==> src/rtl/controlador_bcd_seq_pkg.sv <==
// Shared definitions for the sequential binary-to-BCD converter:
// FSM encoding, digit adjust constants and requester identifiers.
package controlador_bcd_seq_pkg;

  typedef enum logic [1:0] {
    OCIOSO  = 2'd0,
    DESLOCA = 2'd1,
    FIM     = 2'd2
  } estado_t;

  localparam logic [3:0] LIMIAR_AJUSTE = 4'd5;
  localparam logic [3:0] AJUSTE        = 4'd3;

  localparam logic ORIGEM_A = 1'b0;
  localparam logic ORIGEM_B = 1'b1;

endpackage

==> src/rtl/controlador_bcd_seq_ajuste.sv <==
// Add-3 correction for one BCD digit, applied before each shift of the
// double-dabble chain so the shifted digit carries correctly into the next.
module ajuste_digito
  import controlador_bcd_seq_pkg::*;
(
  input  logic [3:0] digito_i,
  output logic [3:0] digito_o
);

  assign digito_o = (digito_i >= LIMIAR_AJUSTE) ? (digito_i + AJUSTE) : digito_i;

endmodule

==> src/rtl/controlador_bcd_seq.sv <==
// Time-shared binary-to-BCD engine with two round-robin requesters; converts
// one operand bit per clock using shift-and-add-3.
module controlador_bcd_seq
  import controlador_bcd_seq_pkg::*;
#(
  parameter int LARGURA = 32,
  parameter int DIGITOS = 7
) (
  input  logic                   Clock,
  input  logic                   Resetn,
  input  logic                   ReqA,
  input  logic [LARGURA-1:0]     DadoA,
  output logic                   AckA,
  input  logic                   ReqB,
  input  logic [LARGURA-1:0]     DadoB,
  output logic                   AckB,
  output logic                   Ocupado,
  output logic                   Pronto,
  output logic                   Origem,
  output logic [4*DIGITOS-1:0]   Digitos,
  output logic                   Estouro
);

  localparam int CW = (LARGURA > 1) ? $clog2(LARGURA) : 1;

  estado_t              estado_q, estado_d;
  logic [LARGURA-1:0]   oper_q, oper_d;
  logic [4*DIGITOS-1:0] bcd_q, bcd_d;
  logic [4*DIGITOS-1:0] bcd_ajustado;
  logic                 sticky_q, sticky_d;
  logic [CW-1:0]        cont_q, cont_d;
  logic                 origem_int_q, origem_int_d;
  logic                 ptr_q, ptr_d;
  logic                 ack_a_q, ack_a_d;
  logic                 ack_b_q, ack_b_d;
  logic                 pronto_q, pronto_d;
  logic                 origem_q, origem_d;
  logic                 estouro_q, estouro_d;
  logic [4*DIGITOS-1:0] digitos_q, digitos_d;
  logic                 escolhe_b;

  for (genvar i = 0; i < DIGITOS; i++) begin : g_ajuste
    ajuste_digito u_ajuste (
      .digito_i (bcd_q[4*i +: 4]),
      .digito_o (bcd_ajustado[4*i +: 4])
    );
  end

  always_comb begin
    estado_d     = estado_q;
    oper_d       = oper_q;
    bcd_d        = bcd_q;
    sticky_d     = sticky_q;
    cont_d       = cont_q;
    origem_int_d = origem_int_q;
    ptr_d        = ptr_q;
    ack_a_d      = 1'b0;
    ack_b_d      = 1'b0;
    pronto_d     = 1'b0;
    origem_d     = origem_q;
    estouro_d    = estouro_q;
    digitos_d    = digitos_q;
    escolhe_b    = 1'b0;

    case (estado_q)
      OCIOSO: begin
        if (ReqA || ReqB) begin
          // Pointer only matters on contention; the winner hands priority to the other side.
          escolhe_b    = ReqB && (!ReqA || (ptr_q == ORIGEM_B));
          oper_d       = escolhe_b ? DadoB : DadoA;
          bcd_d        = '0;
          sticky_d     = 1'b0;
          cont_d       = CW'(LARGURA - 1);
          origem_int_d = escolhe_b ? ORIGEM_B : ORIGEM_A;
          ptr_d        = escolhe_b ? ORIGEM_A : ORIGEM_B;
          ack_a_d      = !escolhe_b;
          ack_b_d      = escolhe_b;
          estado_d     = DESLOCA;
        end
      end
      DESLOCA: begin
        // Bits leaving the top digit mean the value passed 10^DIGITOS; keep them sticky.
        bcd_d    = {bcd_ajustado[4*DIGITOS-2:0], oper_q[LARGURA-1]};
        oper_d   = {oper_q[LARGURA-2:0], 1'b0};
        sticky_d = sticky_q | bcd_ajustado[4*DIGITOS-1];
        cont_d   = cont_q - CW'(1);
        if (cont_q == '0) begin
          estado_d = FIM;
        end
      end
      FIM: begin
        digitos_d = bcd_q;
        estouro_d = sticky_q;
        origem_d  = origem_int_q;
        pronto_d  = 1'b1;
        estado_d  = OCIOSO;
      end
      default: begin
        estado_d = OCIOSO;
      end
    endcase
  end

  always_ff @(posedge Clock) begin
    if (!Resetn) begin
      estado_q     <= OCIOSO;
      oper_q       <= '0;
      bcd_q        <= '0;
      sticky_q     <= 1'b0;
      cont_q       <= '0;
      origem_int_q <= ORIGEM_A;
      ptr_q        <= ORIGEM_A;
      ack_a_q      <= 1'b0;
      ack_b_q      <= 1'b0;
      pronto_q     <= 1'b0;
      origem_q     <= ORIGEM_A;
      estouro_q    <= 1'b0;
      digitos_q    <= '0;
    end else begin
      estado_q     <= estado_d;
      oper_q       <= oper_d;
      bcd_q        <= bcd_d;
      sticky_q     <= sticky_d;
      cont_q       <= cont_d;
      origem_int_q <= origem_int_d;
      ptr_q        <= ptr_d;
      ack_a_q      <= ack_a_d;
      ack_b_q      <= ack_b_d;
      pronto_q     <= pronto_d;
      origem_q     <= origem_d;
      estouro_q    <= estouro_d;
      digitos_q    <= digitos_d;
    end
  end

  assign AckA    = ack_a_q;
  assign AckB    = ack_b_q;
  assign Pronto  = pronto_q;
  assign Origem  = origem_q;
  assign Estouro = estouro_q;
  assign Digitos = digitos_q;
  assign Ocupado = (estado_q != OCIOSO);

endmodule
==> config.mk <==
export PLATFORM = sky130hd
export DESIGN_NAME = controlador_bcd_seq
export DESIGN_NICKNAME = d
export VERILOG_FILES = /design/src/rtl/controlador_bcd_seq_pkg.sv /design/src/rtl/controlador_bcd_seq_ajuste.sv /design/src/rtl/controlador_bcd_seq.sv
export SDC_FILE = /design/constraint.sdc
export NUM_CORES = 1
export LEC_CHECK = 0
export ABC_AREA = 1
export CAP_MARGIN = 0
export CELL_PAD_IN_SITES_DETAIL_PLACEMENT = 1
export CELL_PAD_IN_SITES_GLOBAL_PLACEMENT = 2
export CORE_MARGIN = 1.5
export CORE_UTILIZATION = 30
export DETAILED_ROUTE_END_ITERATION = 7
export MAX_ROUTING_LAYER = met4
export PLACE_DENSITY_LB_ADDON = 0.1
export SLEW_MARGIN = 10
export SYNTH_ARGS = -nofsm -noshare
export SYNTH_HDL_FRONTEND = slang
export SYNTH_SLANG_ARGS = --single-unit
==> constraint.sdc <==
create_clock -name Clock -period 1.9 [get_ports Clock]
set_input_delay 0.285 -clock Clock [delete_from_list [all_inputs] [get_ports Clock]]
set_output_delay 0.285 -clock Clock [all_outputs]
set_load 0.03 [all_outputs]
---- Word-level counts from Yosys, hierarchy flattened ----
Cells that the tools add are included.
word-level totals
  bits in registers ....................... 103
  input bits .............................. 68
  output and inout port bits .............. 34
  word-level logic and storage cells ...... 68
operators by class
  $add $sub $neg .......................... 8
  order comparisons ....................... 7
  eq/ne operators ......................... 4
  multiplexer cells ....................... 22
  bitwise logic cells ..................... 1
  reductions and logical operators ........ 13
operators by type and width
  cell                                                                                  number
  32-bit two-way mux                                                                    2
  32-bit one-hot mux with 2 select lines                                                1
  28-bit one-hot mux with 2 select lines                                                1
  4-bit by 2-bit adder with 4-bit output (second input constant)                        7
  4-bit by 3-bit greater-or-equal comparator with 1-bit output (second input constant)  7
  28-bit two-way mux                                                                    1
  4-bit two-way mux                                                                     7
  5-bit one-hot mux with 2 select lines                                                 1
  2-bit AND reduction                                                                   3
  5-bit zero test                                                                       1
  5-bit two-way mux                                                                     1
  5-bit by 1-bit subtractor with 5-bit output (second input constant)                   1
  1-bit two-way mux                                                                     4
  2-bit two-way mux                                                                     2
  2-bit inequality test (second input constant)                                         2
  2-bit one-hot mux with 2 select lines                                                 1
  2-bit nonzero test                                                                    2
  3-bit AND reduction                                                                   1
  2-bit by 1-bit == test with 1-bit output (second input constant)                      1
  2-bit == test (second input constant)                                                 1
  1-bit zero test                                                                       2
  2-bit zero test                                                                       1
  1-bit logical OR                                                                      2
  1-bit one-hot mux with 2 select lines                                                 1
  other kinds (2)                                                                       2

---- Longest topological paths before layout ----
Gate-level depths: netlist (run 1).
  depth after elaboration ................. 6
  mapped depth ............................ 9
  gate-level depth less buffers ........... 9

---- Hierarchy ----
Synthesis (run 1) repeated with hierarchy kept, for this count alone.
unflattened totals
  cell total of the unflattened synthesis .. 864
  area, all modules ....................... 5,559.1 um^2
by module, submodules not included
  module               times used  cells each  area each (um^2)  sequential area each (um^2)
  controlador_bcd_seq  1           703         4,613.2           2,062.0
  ajuste_digito        7           23          135.1             0.0

---- Worst setup path before layout (run 1) ----
OpenSTA, ideal clock, no wires.
  kind .................................... flip-flop to flip-flop
  start ................................... register estado_q[0]
  end ..................................... register oper_q[10]
  library setup time ...................... 65 ps
  arrival ................................. 1,328 ps
  required time ........................... 1,835 ps
  slack ................................... 507 ps
  stages on the path, launching flop included .. 9
  path buffers ............................ 1
  clock period less this slack ............ 1,393 ps
  cells stage by stage .................... dfxtp_1 -> inv_2 -> nand2_1 -> nor2_4 -> buf_2 -> nand2_1 -> nor2_1 -> nor2_1 -> nor2_1
between the ends
  longest elaborated chain between the ends .. 3
  elaborated cells between the ends (all ways) .. 6
  those cells by class .................... eq/ne: 2; mux: 1; reduce/logical: 3
ends and longest elaborated chain
  what                                                                          RTL line                    RTL
  start: declaration                                                            controlador_bcd_seq.sv:26   estado_t estado_q, estado_d;
  start signal: assignment                                                      controlador_bcd_seq.sv:120  estado_q <= estado_d;
  2-bit by 1-bit == test with 1-bit output or 2-bit zero test (tied branches)   controlador_bcd_seq.sv:65   case (estado_q)
  2-bit nonzero test (no source line) or 2-bit inequality test (tied branches)  n/a
  2-bit AND reduction (no source line)                                          n/a
  end signal: assignment                                                        controlador_bcd_seq.sv:121  oper_q <= oper_d;
  end: declaration                                                              controlador_bcd_seq.sv:27   logic [LARGURA-1:0] oper_q, oper_d;
Several ways; a longest one is shown, not always the timed one.
A chain may end at the register's enable or synchronous reset.

---- Worst setup path in the final report (run 1) ----
  start ................................... register estado_q[1]
  end ..................................... output port Ocupado
between the ends
  longest elaborated chain between the ends .. 1
ends and longest elaborated chain
  what                RTL line                    RTL
  2-bit nonzero test  controlador_bcd_seq.sv:142  assign Ocupado = (estado_q != OCIOSO);
  end: declaration    controlador_bcd_seq.sv:17   output logic Ocupado,
No other way between the ends.

==> results of run 1 <==
==> cell families (layout without fill, tap and decap cells) <==
logic type	count (synthesis)	in the layout	synth area share
buf+inv	115	209	0.0869
simple gates	492	492	0.388
flops	103	103	0.393
fa+ha+maj	15	15	0.0358
compound gates	96	96	0.0959
==> worst register-to-register path: cells and delay by family, from the launching register on <==
| kind | cells | cell delay, ns |
|---|---|---|
| AND/OR/NAND/NOR | 5 | 0.80 |
| buffers and inverters | 1 | 0.23 |
| flip-flops | 1 | 0.43 |
==> sequential cells by signal (all words and copies together) (netlist names) <==
signal / count
AckA: 1
AckB: 1
Digitos: 28
Estouro: 1
Origem: 1
Pronto: 1
bcd_q: 28
cont_q: 5
estado_q: 2
oper_q: 32
origem_int_q: 1
ptr_q: 1
sticky_q: 1
==> per-layer routing <==
metal / vias up / routed length (µm) / track usage
met3: 22 / 420 / 0.0247
li1: 2787 / - / -
met1: 2511 / 7310 / 0.224
met5: - / 0 / -
met2: 98 / 7310 / 0.307
met4: 0 / 249 / 0.0585
==> metrics by stage <==
stage / cell area [µm²] / setup slack (ns)
2_1_floorplan: 5240 / 0.507
3_3_place_gp: 6570 / 0.106
3_5_place_dp: 6570 / 0.0668
4_1_cts: 6880 / 0.179
5_1_grt: 6880 / 0.134
6_report: 6880 / 0.206
==> final cells by class <==
| type | count | area [µm²] |
|---|---|---|
| Sequential cell | 103 | 2060 |
| Inverter | 73 | 274 |
| Clock buffer | 10 | 229 |
| Multi-Input combinational cell | 603 | 2730 |
| Clock inverter | 5 | 82.6 |
| Tap cell | 225 | 282 |
| Timing Repair Buffer | 121 | 1220 |
| Fill cell | 2213 | 10300 |
==> power groups by stage <==
stage	Clock (µW)	Combinational [µW]	Sequential, µW
2_1_floorplan	0	1060	2590
3_3_place_gp	0	1770	2530
3_5_place_dp	0	1800	2540
4_1_cts	2050	1810	2490
5_1_grt	2170	2000	2520
6_report	1990	1770	2490
==> cells in the final DEF (no fill, tap or decap) <==
cell type	instances
clkinv_2	1
o21ai_0	40
nand3b_1	1
nor2_1	180
o211ai_1	7
a31oi_1	1
bufinv_16	2
nand2_1	194
dfxtp_1	103
inv_1	67
dlygate4sd2_1	1
clkinv_4	1
clkbuf_16	9
nand4_1	14
clkbuf_1	1
nor3_1	2
ha_1	15
nor3b_1	1
inv_2	6
nor2_4	3
clkdlybuf4s50_1	100
nand3_1	97
inv_6	1
a21oi_1	47
o21ai_2	1
buf_4	15
buf_12	5
==> what timing repair did <==
item | CTS | global route
endpoints found under the hold margin | 0 | 0
endpoints found under the setup margin | 1 | 0
gates resized for setup | 1 | 0
==> how the worst max path moves through the flow <==
stage / cells past startpoint / endpoint
after global routing: 3 / Ocupado
after CTS: 3 / Ocupado
after detailed placement: 8 / oper_q[1]
after floorplan: 8 / oper_q[10]
after global placement: 8 / oper_q[1]
final: 3 / Ocupado
==> metrics.md, run 1 <==
| Metric | Value |
|---|---|
| Clock power frac | `0.318` |
| Slowest CP cell | `dlygate4sd2_1` |
| Hold Buf Count CTS | `0` |
| Avg Cell Area, Syn | `6.39 µm²` |
| TritonCTS clock tree | `yes` |
| RSZ-0062 raised after global routing | `no` |
| Synth top area share | `0.393` |
| Hold Crit Depth | `2` |
| Die ar. | `18300 µm²` |
| Root buf cell | `clkbuf_16` |
| Post-synth EDFFs | `0` |
| Switch Pwr | `2050 µW` |
| Count leader, synth | `nand2_1` |
| TNS Setup | `0 ns` |
| DRT antenna net count | `0` |
| Leak pwr | `0.00306 µW` |
| Area of the core | `17200 µm²` |
| Post-CTS setup buffer count | `0` |
| Int Power | `4200 µW` |
| Synth unique cells | `19` |
| Via count | `5418` |
| Worst hold slack | `0.469 ns` |
| Via/cell ratio | `4.75` |
| Gr ovfl total | `0` |
| Post-DP HPWL | `10800 µm` |
| Post-synthesis sequential area ratio | `0.393` |
| Critical Path Source | `estado_q[1]` |
| Clock-pin slew on the worst setup and hold paths | `0.07 ns` |
| Top cell family by delay on the critical path | `buffers and inverters` |
| Power density over the cells | `909 nW/µm²` |
| Layout Cells excl Fill | `1140` |
| Fraction of layout cells with a size suffix above 1 | `0.0481` |
| Outcome | `complete, no violations` |
| H-tree depth | `3` |
| FF+latch count, synth | `103` |
| Worst path max stage delay | `0.45 ns` |
| N_diodes | `0` |
| Post-Synthesis Cells | `821` |
| Post-synth top cells | `194 x nand2_1, 180 x nor2_1, 103 x dfxtp_1` |
| Die Ht | `135 µm` |
| Layout area overhead | `31.2%` |
| Largest fanout on the critical path | `4` |
| Worst path arrival time | `1.41 ns` |
| Die width | `135 µm` |
| WL final | `15300 µm` |
| Drt drc | `0` |
| R2R Path Start | `estado_q[1]` |
| Area contributors post-synth | `dfxtp_1 39%, nand2_1 14%, nor2_1 13%` |
| Starting Density | `0.305` |
| Worst r2r path cells | `6` |
| Rows | `48` |
| First-pass GRT wire length | `26000 µm` |
| Final Hold Violating Endpoints | `0` |
| Period minus WS final | `1.69 ns` |
| Critical setup path kind | `reg -> out` |
| Final max-slew violation count | `0` |
| Min-Delay Path Class | `reg -> reg` |
| Number of global-route vias before repair | `5379` |
| Worst slew pin tran | `0.422 ns` |
| Buf/Inv on CP | `2` |
| Sequential power share | `0.398` |
| Largest net degree at the start of global routing | `53` |
| GP Congestion | `0.774` |
| CTS max path bufs | `2` |
| Sw Ratio | `0.328` |
| Post-synth top area cell | `dfxtp_1` |
| CTS Buf Count | `9` |
| Max Cap Viol | `0` |
| Comb power frac | `0.283` |
| Reg2reg end | `bcd_q[12]` |
| Setup Viol. Count Final | `0` |
| Fmax | `590 MHz` |
| Fin crit share | `0.892` |
| Slew headroom | `0.718` |
| Syn Std Cell Area | `5240 µm²` |
| Total track usage | `0.182` |
| Ys async rst share | `0` |
| DR WL/cell | `13.4 µm` |
| Synthesized Nets | `904` |
| Final clock skew | `0.00794 ns` |
| Min-Delay Startpoint | `bcd_q[25]` |
| Crit. End Element | `primary output` |
| Number of port buffers | `101` |
| I/O pin count | `102` |
| Initial antenna violation count | `0` |
| Clock sink count | `103` |
| Startpoint Class | `flip-flop` |
| R2R Setup Slk | `0.39 ns` |
| Initial drt markers | `240` |
| Nets@finish | `994` |
| Critical Path, Cell by Cell | `inv_2 > nand2_1 > dlygate4sd2_1` |
| Max IR drop VDD | `0.000473 V` |
| Skew-Pair Late Insertion Delay | `0.35 ns` |
| Fin util | `0.400` |
| WHS Endpoint | `bcd_q[25]` |
| First drt pass iteration count | `4` |
| CP required | `1.62 ns` |
| Synth Warn # | `0` |
| Overall Power | `6250 µW` |
| Inst Count DP | `1125` |
| Ys flop type | `dfxtp_1` |
(Power assumes the default switching activity.)
==> run 2: changes to the inputs <==
- SLEW_MARGIN: 10 -> 25
==> results of run 2 <==
The final DEF is identical to that of run 1; final timing and power are the same.
==> run 3: changes to the inputs <==
- MAX_ROUTING_LAYER: met4 -> not set
==> run 3 against run 2 <==
Compared with the run above:
- design area did not move
- worst setup slack got worse by 0.0013 ns
- die area did not move
- flip-flop and latch count did not move
- total power barely moved
- clock skew barely moved
- critical endpoint unchanged
- largest power group unchanged
==> metrics.md, run 3 (same netlist as run 1, synthesis figures left out) <==
| Metric | Value |
|---|---|
| Via/cell ratio | `4.76 (+0.15%)` |
| Period minus WS final | `1.70 ns (+0.00131 ns)` |
| First-pass GRT wire length | `26000 µm (about the same)` |
| Fraction of layout cells with a size suffix above 1 | `0.0481 (unchanged)` |
| Gr ovfl total | `0 (unchanged)` |
| Hold Buf Count CTS | `0 (unchanged)` |
| First drt pass iteration count | `4 (unchanged)` |
| Worst slew pin tran | `0.424 ns (+0.00186 ns)` |
| RSZ-0062 raised after global routing | `no` |
| TritonCTS clock tree | `yes` |
| DRT antenna net count | `0 (unchanged)` |
| Skew-Pair Late Insertion Delay | `0.35 ns (about the same)` |
| Final Hold Violating Endpoints | `0 (unchanged)` |
| Max reg flops | `32 (unchanged)` |
| Max IR drop VDD | `0.000473 V (about the same)` |
| Initial drt markers | `235 (-2.1%)` |
| Min-Delay Startpoint | `bcd_q[25]` |
| Critical setup path kind | `reg -> out` |
| Via count | `5426 (+0.15%)` |
| Outcome | `complete, no violations` |
| Critical Path Source | `estado_q[1]` |
| R2R Path Start | `estado_q[1]` |
| GP Congestion | `0.764 (-1.3%)` |
| Layout Cells excl Fill | `1140 (unchanged)` |
| Buf/Inv on CP | `2 (unchanged)` |
| CTS Buf Count | `9 (unchanged)` |
| Rows | `48 (unchanged)` |
| Power density over the cells | `909 nW/µm² (about the same)` |
| Number of global-route vias before repair | `5377 (-0.037%)` |
| Drt drc | `0 (unchanged)` |
| Largest net degree at the start of global routing | `53 (unchanged)` |
| Worst r2r path cells | `6 (unchanged)` |
| Largest fanout on the critical path | `4 (unchanged)` |
| I/O pin count | `102 (unchanged)` |
| Die ar. | `18300 µm² (unchanged)` |
| DR WL/cell | `13.4 µm (+0.23%)` |
| Startpoint Class | `flip-flop` |
| Inst Count DP | `1125 (unchanged)` |
| Reg2reg end | `bcd_q[12]` |
| Root buf cell | `clkbuf_16` |
| Nets@finish | `994 (unchanged)` |
| Most frequent cells in the layout | `194 x nand2_1, 180 x nor2_1, 103 x dfxtp_1` |
| Post-DP HPWL | `10800 µm (unchanged)` |
| Die width | `135 µm (unchanged)` |
| Clock sink count | `103 (unchanged)` |
| Critical Path, Cell by Cell | `inv_2 > nand2_1 > dlygate4sd2_1` |
| Max Cap Viol | `0 (unchanged)` |
| Fillcell total | `2213 (unchanged)` |
| Hold Crit Depth | `2 (unchanged)` |
| Leak pwr | `0.00306 µW (unchanged)` |
| Crit. End Element | `primary output` |
| Clock-pin slew on the worst setup and hold paths | `0.07 ns (about the same)` |
| Overall Power | `6250 µW (about the same)` |
| Final max-slew violation count | `0 (unchanged)` |
| Fin crit share | `0.892 (about the same)` |
| Top reg by flops | `oper_q` |
| Area of the core | `17200 µm² (unchanged)` |
| TNS Setup | `0 ns (unchanged)` |
| Setup Viol. Count Final | `0 (unchanged)` |
| Total track usage | `0.176 (-0.00545)` |
| Final clock skew | `0.00821 ns (+0.000274 ns)` |
| N_diodes | `0 (unchanged)` |
| WHS Endpoint | `bcd_q[25]` |
| R2R Setup Slk | `0.39 ns (about the same)` |
| Critical path depth | `3 (unchanged)` |
| CP required | `1.62 ns (about the same)` |
| Slowest CP cell | `dlygate4sd2_1` |
| Top cell family by delay on the critical path | `buffers and inverters` |
| Die Ht | `135 µm (unchanged)` |
| Fmax | `590 MHz (about the same)` |
| WL final | `15300 µm (+0.23%)` |
| Slew headroom | `0.717 (-0.00125)` |
| H-tree depth | `3 (unchanged)` |
| Layout area overhead | `31.2% (unchanged)` |
| Min-Delay Path Class | `reg -> reg` |
| Starting Density | `0.305 (unchanged)` |
| Most common cell after layout, fill and taps aside | `nand2_1` |
| Worst path max stage delay | `0.45 ns (about the same)` |
| Number of port buffers | `101 (unchanged)` |
| Initial antenna violation count | `0 (unchanged)` |
| Worst path arrival time | `1.41 ns (about the same)` |
| CTS max path bufs | `2 (unchanged)` |
[run 3: cell counts in the layout (fill, tap and decap cells not counted)]
No cell type changed its count.
[run 3: how the worst max path moves through the flow]
stage	end
after floorplan	oper_q[10]
after global placement	oper_q[1]
after detailed placement	oper_q[1]
after CTS	Ocupado
after global routing	Ocupado
final	Ocupado
[run 3: stage by stage]
step                cell area [µm²]   util  hold WS (ns)  setup slack (ns)
global route                   6880  0.400         0.501             0.135
detailed placement             6570  0.382         0.467            0.0668
floorplan                      5240      -         0.398             0.507
CTS                            6880  0.400         0.478             0.179
global placement               6570  0.382         0.444             0.106
finish                         6880  0.400         0.469             0.204
[run 3: area by class of cell]
class	instances	area, µm²	share of cell area
Multi-Input combinational cell	603	2730	0.396
Tap cell	225	282	0.0409
Timing Repair Buffer	121	1220	0.178
Sequential cell	103	2060	0.300
Clock buffer	10	229	0.0333
Clock inverter	5	82.6	0.0120
Inverter	73	274	0.0398
[run 3: tightest hold or removal path: cells and delay by family, from the launching register on]
family	cells	cell delay, ns
and+or+nand+nor	1	0.06
AOI/OAI and AO/OA	1	0.06
DFF	1	0.31
[run 3: power by group]
| group | switching, µW | internal, µW |
|---|---|---|
| sequential | 115 | 2380 |
| combinational | 1100 | 670 |
| clock | 837 | 1150 |
[run 3: timing repair]
action,in CTS,in global routing
resized for setup,1,0
buffers inserted,0,0
endpoints found under the setup margin,1,0
[run 3: metal layers]
metal / share of wire / vias up / global-route usage
met5: 0 / - / 0
met4: 0.017 / 0 / 0.0585
met3: 0.031 / 23 / 0.0266
met2: 0.48 / 95 / 0.308
met1: 0.48 / 2522 / 0.222
li1: - / 2786 / -
